--- config.mk ---
export PLATFORM = sky130hd
export DESIGN_NAME = maxpool2x2_stream
export DESIGN_NICKNAME = d
export VERILOG_FILES = /design/src/rtl/vgg_pkg.sv /design/src/rtl/pool_line_buffer.sv /design/src/rtl/maxpool2x2_stream.sv
export SDC_FILE = /design/constraint.sdc
export NUM_CORES = 1
export LEC_CHECK = 0
export CAP_MARGIN = 25
export CORE_ASPECT_RATIO = 0.75
export CORE_MARGIN = 5
export CORE_UTILIZATION = 67
export DETAILED_ROUTE_END_ITERATION = 10
export PLACE_DENSITY = 0.84
export RECOVER_POWER = 25
export SYNTH_ARGS = -nofsm -noshare
export SYNTH_HDL_FRONTEND = slang
export SYNTH_HIERARCHICAL = 1
export SYNTH_SLANG_ARGS = --single-unit
--- constraint.sdc ---
create_clock -name clk -period 13.63 [get_ports clk]
set_clock_uncertainty 0.1 [all_clocks]
set_input_delay 2.0445 -clock clk [delete_from_list [all_inputs] [get_ports clk]]
set_output_delay 2.0445 -clock clk [all_outputs]
set_load 0.005 [all_outputs]
--- src/rtl/vgg_pkg.sv ---
// Shared VGG16 datapath types: activation width, signed activation type and
// the signed max used by every pooling stage.
package vgg_pkg;

   localparam int DATA_SIZE = 8;

   typedef logic signed [DATA_SIZE-1:0] act_t;

   // Ties resolve to the first operand.
   function automatic act_t max_act(input act_t a, input act_t b);
      return (a >= b) ? a : b;
   endfunction

endpackage

--- src/rtl/pool_line_buffer.sv ---
// Half-row partial-max store for the 2x2 pooling stage: simple dual-port RAM,
// synchronous write, combinational read, no reset.
module pool_line_buffer #(
   parameter int DEPTH = 112,
   parameter int WIDTH = 8,
   parameter int AW    = 7
) (
   input  logic             clk,
   input  logic             i_wr_en,
   input  logic [AW-1:0]    i_wr_addr,
   input  logic [WIDTH-1:0] i_wr_data,
   input  logic [AW-1:0]    i_rd_addr,
   output logic [WIDTH-1:0] o_rd_data
);

   logic [WIDTH-1:0] r_mem [DEPTH];

   always_ff @(posedge clk) begin
      if (i_wr_en) r_mem[i_wr_addr] <= i_wr_data;
   end

   assign o_rd_data = r_mem[i_rd_addr];

endmodule

--- src/rtl/maxpool2x2_stream.sv ---
// Streaming 2x2 stride-2 max-pool over a raster-order feature map.
// Optional MAXPOOL_FUSED_RELU_EN clamps negative inputs to 0 before pooling.
module maxpool2x2_stream #(
   parameter int DATA_SIZE = 8,
   parameter int COLS      = 224,
   parameter int ROWS      = 224
) (
   input  logic                 clk,
   input  logic                 rst_n,
   input  logic [DATA_SIZE-1:0] din,
   input  logic                 din_valid,
   output logic                 din_ready,
   output logic [DATA_SIZE-1:0] dout,
   output logic                 dout_valid,
   input  logic                 dout_ready,
   output logic                 dout_last
);
   import vgg_pkg::*;

   localparam int COL_W = (COLS > 2) ? $clog2(COLS) : 1;
   localparam int ROW_W = (ROWS > 2) ? $clog2(ROWS) : 1;
   localparam int LB_DEPTH = COLS / 2;
   localparam int LB_AW = (LB_DEPTH > 1) ? $clog2(LB_DEPTH) : 1;
   localparam logic [COL_W-1:0] COL_LAST = COL_W'(COLS - 1);
   localparam logic [ROW_W-1:0] ROW_LAST = ROW_W'(ROWS - 1);

   logic [COL_W-1:0] r_col;
   logic [ROW_W-1:0] r_row;
   act_t             r_hold;
   act_t             r_dout;
   logic             r_dout_valid;
   logic             r_dout_last;

   act_t             w_din;
   act_t             w_lb_rd;
   act_t             w_pair_max;
   logic [LB_AW-1:0] w_lb_addr;
   logic             w_win_done;
   logic             w_in_xfer;
   logic             w_out_xfer;
   logic             w_col_end;
   logic             w_row_end;
   logic             w_lb_wr;

`ifdef MAXPOOL_FUSED_RELU_EN
   assign w_din = din[DATA_SIZE-1] ? '0 : act_t'(din);
`else
   assign w_din = act_t'(din);
`endif

   assign w_win_done = r_row[0] & r_col[0];
   // Only the window-completing pixel needs the output register free.
   assign din_ready  = !w_win_done || !r_dout_valid || dout_ready;
   assign w_in_xfer  = din_valid & din_ready;
   assign w_out_xfer = r_dout_valid & dout_ready;
   assign w_col_end  = (r_col == COL_LAST);
   assign w_row_end  = (r_row == ROW_LAST);
   assign w_pair_max = max_act(r_hold, w_din);
   assign w_lb_addr  = LB_AW'(r_col >> 1);
   assign w_lb_wr    = w_in_xfer & ~r_row[0] & r_col[0];

   pool_line_buffer #(
      .DEPTH (LB_DEPTH),
      .WIDTH (DATA_SIZE),
      .AW    (LB_AW)
   ) u_line_buffer (
      .clk       (clk),
      .i_wr_en   (w_lb_wr),
      .i_wr_addr (w_lb_addr),
      .i_wr_data (w_pair_max),
      .i_rd_addr (w_lb_addr),
      .o_rd_data (w_lb_rd)
   );

   always_ff @(posedge clk or negedge rst_n) begin
      if (!rst_n) begin
         r_col        <= '0;
         r_row        <= '0;
         r_hold       <= '0;
         r_dout       <= '0;
         r_dout_valid <= 1'b0;
         r_dout_last  <= 1'b0;
      end else begin
         if (w_out_xfer) begin
            r_dout_valid <= 1'b0;
            r_dout_last  <= 1'b0;
         end
         if (w_in_xfer) begin
            if (w_col_end) begin
               r_col <= '0;
               r_row <= w_row_end ? '0 : r_row + ROW_W'(1);
            end else begin
               r_col <= r_col + COL_W'(1);
            end
            if (!r_col[0]) begin
               r_hold <= r_row[0] ? max_act(w_lb_rd, w_din) : w_din;
            end else if (r_row[0]) begin
               // A simultaneous output transfer is overridden here: reload.
               r_dout       <= w_pair_max;
               r_dout_valid <= 1'b1;
               r_dout_last  <= w_row_end & w_col_end;
            end
         end
      end
   end

   assign dout       = r_dout;
   assign dout_valid = r_dout_valid;
   assign dout_last  = r_dout_last;

endmodule

# ---- Word level (Yosys, flattened, before mapping)
# Memory sizes are Yosys's and may differ from the RTL's.
# Index checks and enable logic that the tools add are counted.
dict set report totals {
  output_inout_bits 11
  input_bits 12
  register_bits 34
  mem_count 1
  wordCells 43
  ram_bits 896
}
# name depth word_bits rd rd_clocked_by_memory_dff write_ports line
set memory_table {}
lappend memory_table {u_line_buffer.r_mem 112 8 1 0 1 pool_line_buffer.sv:16} ;# logic [WIDTH-1:0] r_mem [DEPTH];
dict set report op_classes {
  muxes 15
  add_sub_neg 2
  reduce_logical 7
  n_lt_le_gt_ge 2
  bitwise_logic 8
  n_eq_ne 2
}
# op count
set ops {}
lappend ops {{$mux W8} 5}
lappend ops {{$add A8 B1 Y8 const B} 2}
lappend ops {{$eq A8 B8 Y1 const B} 2}
lappend ops {{$ge A8 B8 Y1} 2}
lappend ops {{$mux W1} 10}
lappend ops {{$and A1 B1 Y1} 6}
lappend ops {{$reduce_and A2 Y1} 2}
lappend ops {{$reduce_and A3 Y1} 1}
lappend ops {{$logic_not A1 Y1} 2}
lappend ops {{$logic_or A1 B1 Y1} 2}
lappend ops {{$not A1 Y1} 2}

# ---- Depth between registers and ports, before layout
dict set report depth {
  depth_word 9
  mapped_depth 18
}

# ---- Modules after synthesis
# Netlist, hierarchy kept.
# mod cells_per_inst instances area_per_inst_um2
set by_module_without_submodules {}
lappend by_module_without_submodules {pool_line_buffer 1704 1 35031.1}
lappend by_module_without_submodules {maxpool2x2_stream 203 1 2104.5}

# ---- Worst setup path before layout
# No wires, ideal clock.
dict set report synth_path {
  path_type {input port to flip-flop}
  from {input din[0]}
  to {memory u_line_buffer.r_mem[0][0], data pin}
  path_slack_ns 6.406
  required_ns 12.694
  path_stages 5
  setup_time_ns 0.836
  arrival_ns 6.288
  path_cell_list {ha_1 nor3b_1 o21ai_0 a22oi_2 mux2i_1}
}
dict set report synth_via {
  elab_chain_cells 2
}
# element line
set synth_rtl {}
lappend synth_rtl {{start: declaration} maxpool2x2_stream.sv:10} ;# input logic [DATA_SIZE-1:0] din,
lappend synth_rtl {{$ge A8 B8 Y1} vgg_pkg.sv:11} ;# return (a >= b) ? a : b;
lappend synth_rtl {{$mux W8 (*)} vgg_pkg.sv:11}
lappend synth_rtl {{net w_pair_max[0]} maxpool2x2_stream.sv:36} ;# act_t w_pair_max;
lappend synth_rtl {{end: declaration} pool_line_buffer.sv:16}
# Mark *: on every way through the listed nets, which the timed path passes. The rest lies on a longest branch.

# ---- Worst setup path after layout
dict set report layout_path {
  from {register r_col[2]}
  to {register r_hold[0]}
}
dict set report layout_via {
  elab_chain_cells 4
}
# element line
set layout_rtl {}
lappend layout_rtl {{start: declaration} maxpool2x2_stream.sv:27} ;# logic [COL_W-1:0] r_col;
lappend layout_rtl {{start signal: assignment} maxpool2x2_stream.sv:93} ;# r_col <= r_col + COL_W'(1);
lappend layout_rtl {{$mem_v2 Z112 W8} --}
lappend layout_rtl {{net w_lb_rd[5]} maxpool2x2_stream.sv:35} ;# act_t w_lb_rd;
lappend layout_rtl {{$ge A8 B8 Y1} vgg_pkg.sv:11}
lappend layout_rtl {{$mux W8} vgg_pkg.sv:11}
lappend layout_rtl {{$mux W8} maxpool2x2_stream.sv:96} ;# r_hold <= r_row[0] ? max_act(w_lb_rd, w_din) : w_din;
lappend layout_rtl {{end signal: assignment} maxpool2x2_stream.sv:96}
lappend layout_rtl {{end: declaration} maxpool2x2_stream.sv:29} ;# act_t r_hold;
# The timed path passes the listed nets, and every way through them passes these cells.
# A chain may end at the register's enable or synchronous reset.

==> results <==
- The cell at the root of the clock tree is sky130_fd_sc_hd__clkbuf_16.
- For the finished layout, the period the worst path requires is 9.613 ns.
- The cell count of the worst reg-to-reg path is 14.
- Synthesis produced a netlist with a net count of 1937.
- The worst register-to-register path begins at r_col[2]$_DFFE_PN0P_.
- The clock transition at the registers of the reported paths is 0.06 ns.
- The final setup violation count is 0.
- The final worst-path setup slack is 4.017 ns.
- The count of hold buffers inserted by post-cts repair is 0.
- The checks that failed: capacitance limit, slew limit.
- Clock tree synthesis found a total of 930 sinks.
- The pre-antenna-repair detailed-routing pass consisted of 7 iterations.
- The flow ran to the end, but the final reports show violations.
- The worst setup path is launched from a flip-flop.
- The die covers between 0.06 and 0.07 mm^2.
- Across all layers, the routed design uses 20208 vias.
- The layout cell share with drive strength beyond 1 is 0.1797.
- The global-route wire length before repair is 133200 um.
- The net switching power figure is 2.996 mW.
- Of the total power, the share spent switching nets is 0.3338.
- The number of DRC markers in iteration 0 is 3797.
- In this run the worst path has a maximum fanout of 52.
- The max-slew headroom at the worst pin is -2.041.
- The standard cell area after detailed placement is 0.03800 mm^2.
- The maximum count of clock buffers along a single path is 3.
- The wire-length estimate of the detail-placed layout is 51500 um.
- At the end of the flow the core is filled with cells to 0.7412.
- Timing analysis after detailed placement gives a worst setup slack of 7.204 ns.
- The instance count of the mapped netlist is 1907.
- In the synthesized netlist the async set-or-reset flop fraction comes to 0.03656.
- The relative contribution of combinational cells to total power is 0.307.
- For this run, global-route usage on met3 was measured as 0.09557.
- Counting flops and latches in the post-synthesis netlist gives 930.
- The number of fillers in the final layout is 2869.
- The critical path starts at r_col[2]$_DFFE_PN0P_.
- The number of setup buffers added after CTS is 0.
- The worst setup slack for register-to-register paths is 4.02 ns.
- Sorting the synthesized cells by how often they occur yields sky130_fd_sc_hd__edfxtp_1 (896), sky130_fd_sc_hd__mux4_2 (177), sky130_fd_sc_hd__nor2_1 (156), sky130_fd_sc_hd__mux2i_1 (126), sky130_fd_sc_hd__nand2_1 (46).
- For this run, the total global-route usage over all layers was measured as 0.3058.
- The mean post-synth cell area is roughly 19 um^2.
- At the worst endpoint, the required time is 14.02 ns.
- Across the run, the number of max-cap violations was 9.
- The I/O pin count is 23.
- The post-cts repair resize count is 0.
- The total detailed-routing wirelength is 91370 um.
- From synthesis to final layout, the design area changed by 9.026%.
- In this run, synthesis inferred 896 flip-flops with an integrated enable.
- The worst slack on hold paths is 0.3896 ns.
- For met2 alone, demand over resource in global routing was 0.4540.
- The worst min-delay path class is flip-flop to flip-flop.
- After synthesis the cells add up to 0.03714 mm^2.
- For this run the aggregate overflow at the end of global routing stands at 0.
- The total number of nets in the final design is 1979.
- Entering global routing, the biggest net connects ~120 pins.
- The top achievable clock speed is 104.0 MHz.
- The clock network fraction of design power is 0.249.
- Dividing the detail-routed wire length by the instance count gives 33.38 um.
- Setup repair after global routing left no endpoint under its margin.
- The number of hold violations in the final report came to 0.
- The floorplan step set the die width to between 200 and 300 um.
- At the pin with the least slew margin, the transition time is 4.561 ns.
- Across the VDD grid, the largest voltage drop is between 0.2 and 0.25 mV.
- The area of all placed cells without fillers is roughly 0.04 mm^2.
- The cell leakage power is ~13 nW.
- The met1 capacity usage during global routing is 0.4539.
- Dividing the final minimum period by the clock period gives 0.7052.
- The floorplan die height is 213.9 um.
- The share of total power dissipated in sequential elements is 0.444.
- After synthesis, the netlist uses 63 different library cells.
- The total CTS buffers is 81.
- At the later pin of the worst-skew pair, clock insertion delay measures 0.65 ns.
- The global placement routability congestion is 0.9150.
- The initialized floorplan defines 74 standard-cell rows.
- The number of remaining DRC errors is 0.
- After detailed routing, the number of vias per cell comes to about 7.4.
- Following the worst setup path forward leads to its endpoint at r_hold[0]$_DFFE_PN0P_.
- The count of nets left with antenna violations once routing finished came out at 0.
- After synthesis, the cell types taking the most area are sky130_fd_sc_hd__edfxtp_1 (72%), sky130_fd_sc_hd__mux4_2 (11%), sky130_fd_sc_hd__mux2i_1 (3.4%).
- TritonCTS built the clock tree.
- The initial standard-cell utilization of the core is 0.6798.
- The critical path capture point type is a flip-flop.
- The via count of the first global-routing pass is slightly below 20000.
- The path type of the worst setup path is flip-flop to flip-flop.
- The peak-usage layer in the global routing report is met2.
- The data arrival time of the critical path is 10.00 ns.
- The core box area is 0.05463 mm^2.
- The initial antenna violation count is 2.
- The top-area cell type share of the netlist area is 0.7245.
- The reg-to-reg critical path endpoint is r_hold[0]$_DFFE_PN0P_.
- The most used flip-flop cell after synthesis is sky130_fd_sc_hd__edfxtp_1.
- The H-tree was split into 3 levels.
- The leading cell type by number of instances after synthesis is sky130_fd_sc_hd__edfxtp_1.
- The total of warnings raised by yosys is 6.
- The internal portion of total power is 5.979 mW.
- The final max-slew violation count is 761.
- The count of buffers inserted at the top-level ports is 22.
- The synthesized design spends more area on one cell type than any other, namely sky130_fd_sc_hd__edfxtp_1.
- The portion of the post-synthesis area used by sequential elements is 0.7474.
- The power per cell area is 221.7 mW/mm^2.
- Summed over all failing endpoints, the final setup total negative slack is 0 ns.
[state kept, by name, summed over array words and instances, names as in the netlist]
| register | flops |
|---|---|
| dout | 8 |
| dout_last | 1 |
| dout_valid | 1 |
| r_col | 8 |
| r_hold | 8 |
| r_row | 8 |
| u_line_buffer/r_mem | 896 |
[metal layers]
metal	vias to the layer above	routed length (um)
met5	-	11
met4	2	2867
met3	273	13780
met2	1805	41720
met1	10221	32980
li1	7907	-
[power by group through the flow]
stage / Clock, mW / Sequential (mW) / Combinational [mW]
2_1_floorplan: 0 / 3.89 / 1.74
3_3_place_gp: 0 / 3.94 / 2.57
3_5_place_dp: 0 / 3.95 / 2.65
4_1_cts: 2.25 / 3.89 / 2.69
5_1_grt: 2.38 / 3.99 / 2.85
6_report: 2.24 / 3.98 / 2.75
[kinds of logic after synthesis]
group           after synthesis  synth area share
compound gates              183           0.03514
xor+xnor                     12          0.002830
simple gates                316           0.03979
flops                       930            0.7474
mux                         336            0.1513
fa+ha+maj                    18          0.006065
buf+inv                     112           0.01742
[cell type report]
cell class	instances	area, um^2	share of cell area
clock buffer	100	2138	0.05281
sequential	930	27770	0.6859
multi-input combinational	865	8725	0.2155
timing repair buffer	54	484.2	0.01196
clock inverter	48	400.4	0.009889
inverter	17	63.81	0.001576
antenna	1	2.502	0.00006181
tap	722	903.4	0.02231
[cells in the final DEF (no fill, tap or decap), types with 5 or more instances in the layout]
master                            instances
sky130_fd_sc_hd__a21oi_1                 18
sky130_fd_sc_hd__a221o_1                  5
sky130_fd_sc_hd__a221oi_1                12
sky130_fd_sc_hd__a22o_1                   9
sky130_fd_sc_hd__a22oi_1                 22
sky130_fd_sc_hd__a31oi_1                  9
sky130_fd_sc_hd__buf_4                   19
sky130_fd_sc_hd__bufinv_16                5
sky130_fd_sc_hd__clkbuf_1                21
sky130_fd_sc_hd__clkbuf_16               81
sky130_fd_sc_hd__clkdlybuf4s50_1          8
sky130_fd_sc_hd__clkinv_1                17
sky130_fd_sc_hd__clkinv_2                14
sky130_fd_sc_hd__dfrtp_1                 29
sky130_fd_sc_hd__dlygate4sd3_1           14
sky130_fd_sc_hd__edfxtp_1               896
sky130_fd_sc_hd__ha_1                    18
sky130_fd_sc_hd__inv_1                   16
sky130_fd_sc_hd__inv_6                    7
sky130_fd_sc_hd__mux2_1                   7
sky130_fd_sc_hd__mux2_2                  26
sky130_fd_sc_hd__mux2i_1                125
sky130_fd_sc_hd__mux4_2                 177
sky130_fd_sc_hd__nand2_1                 46
sky130_fd_sc_hd__nand2b_1                11
sky130_fd_sc_hd__nand3_1                 22
sky130_fd_sc_hd__nand4_1                 16
sky130_fd_sc_hd__nor2_1                 156
sky130_fd_sc_hd__nor2b_1                 21
sky130_fd_sc_hd__nor3_1                  12
sky130_fd_sc_hd__nor4_1                   8
sky130_fd_sc_hd__o2111ai_1               10
sky130_fd_sc_hd__o211ai_1                11
sky130_fd_sc_hd__o21ai_0                 28
sky130_fd_sc_hd__o22ai_1                 29
sky130_fd_sc_hd__xnor2_1                  8
[worst min path at each step]
stage	start	end	slack (ns)	depth (start not counted)
after global routing	dout_last$_DFF_PN0_	dout_last$_DFF_PN0_	0.41	1
after CTS	dout_last$_DFF_PN0_	dout_last$_DFF_PN0_	0.40	1
after global placement	r_row[4]$_DFFE_PN0P_	r_row[4]$_DFFE_PN0P_	0.35	1
final	dout_last$_DFF_PN0_	dout_last$_DFF_PN0_	0.39	1
after floorplan	r_row[4]$_DFFE_PN0P_	r_row[4]$_DFFE_PN0P_	0.34	1
after detailed placement	r_row[4]$_DFFE_PN0P_	r_row[4]$_DFFE_PN0P_	0.36	1
[through the flow]
stage	cells	power, mW
2_1_floorplan	1907	5.629
3_3_place_gp	2580	6.509
3_5_place_dp	2583	6.600
4_1_cts	2731	8.835
5_1_grt	2736	9.229
6_report	2737	8.974
[critical path, cell delays in order, from the launching register on]
cell	delay, ns
sky130_fd_sc_hd__dfrtp_4	0.73
sky130_fd_sc_hd__clkbuf_1	2.16
sky130_fd_sc_hd__clkbuf_1	2.43
sky130_fd_sc_hd__nor2b_1	0.72
sky130_fd_sc_hd__a221o_1	0.61
sky130_fd_sc_hd__nor2b_1	0.20
sky130_fd_sc_hd__a221oi_1	0.09
sky130_fd_sc_hd__o22a_1	0.32
sky130_fd_sc_hd__a31oi_1	0.30
sky130_fd_sc_hd__ha_1	0.33
sky130_fd_sc_hd__a21oi_1	0.17
sky130_fd_sc_hd__o22ai_1	0.13
sky130_fd_sc_hd__or4_1	0.59
sky130_fd_sc_hd__o2111ai_1	0.30
sky130_fd_sc_hd__o221ai_2	0.13
Power figures use the tool's default switching activity.
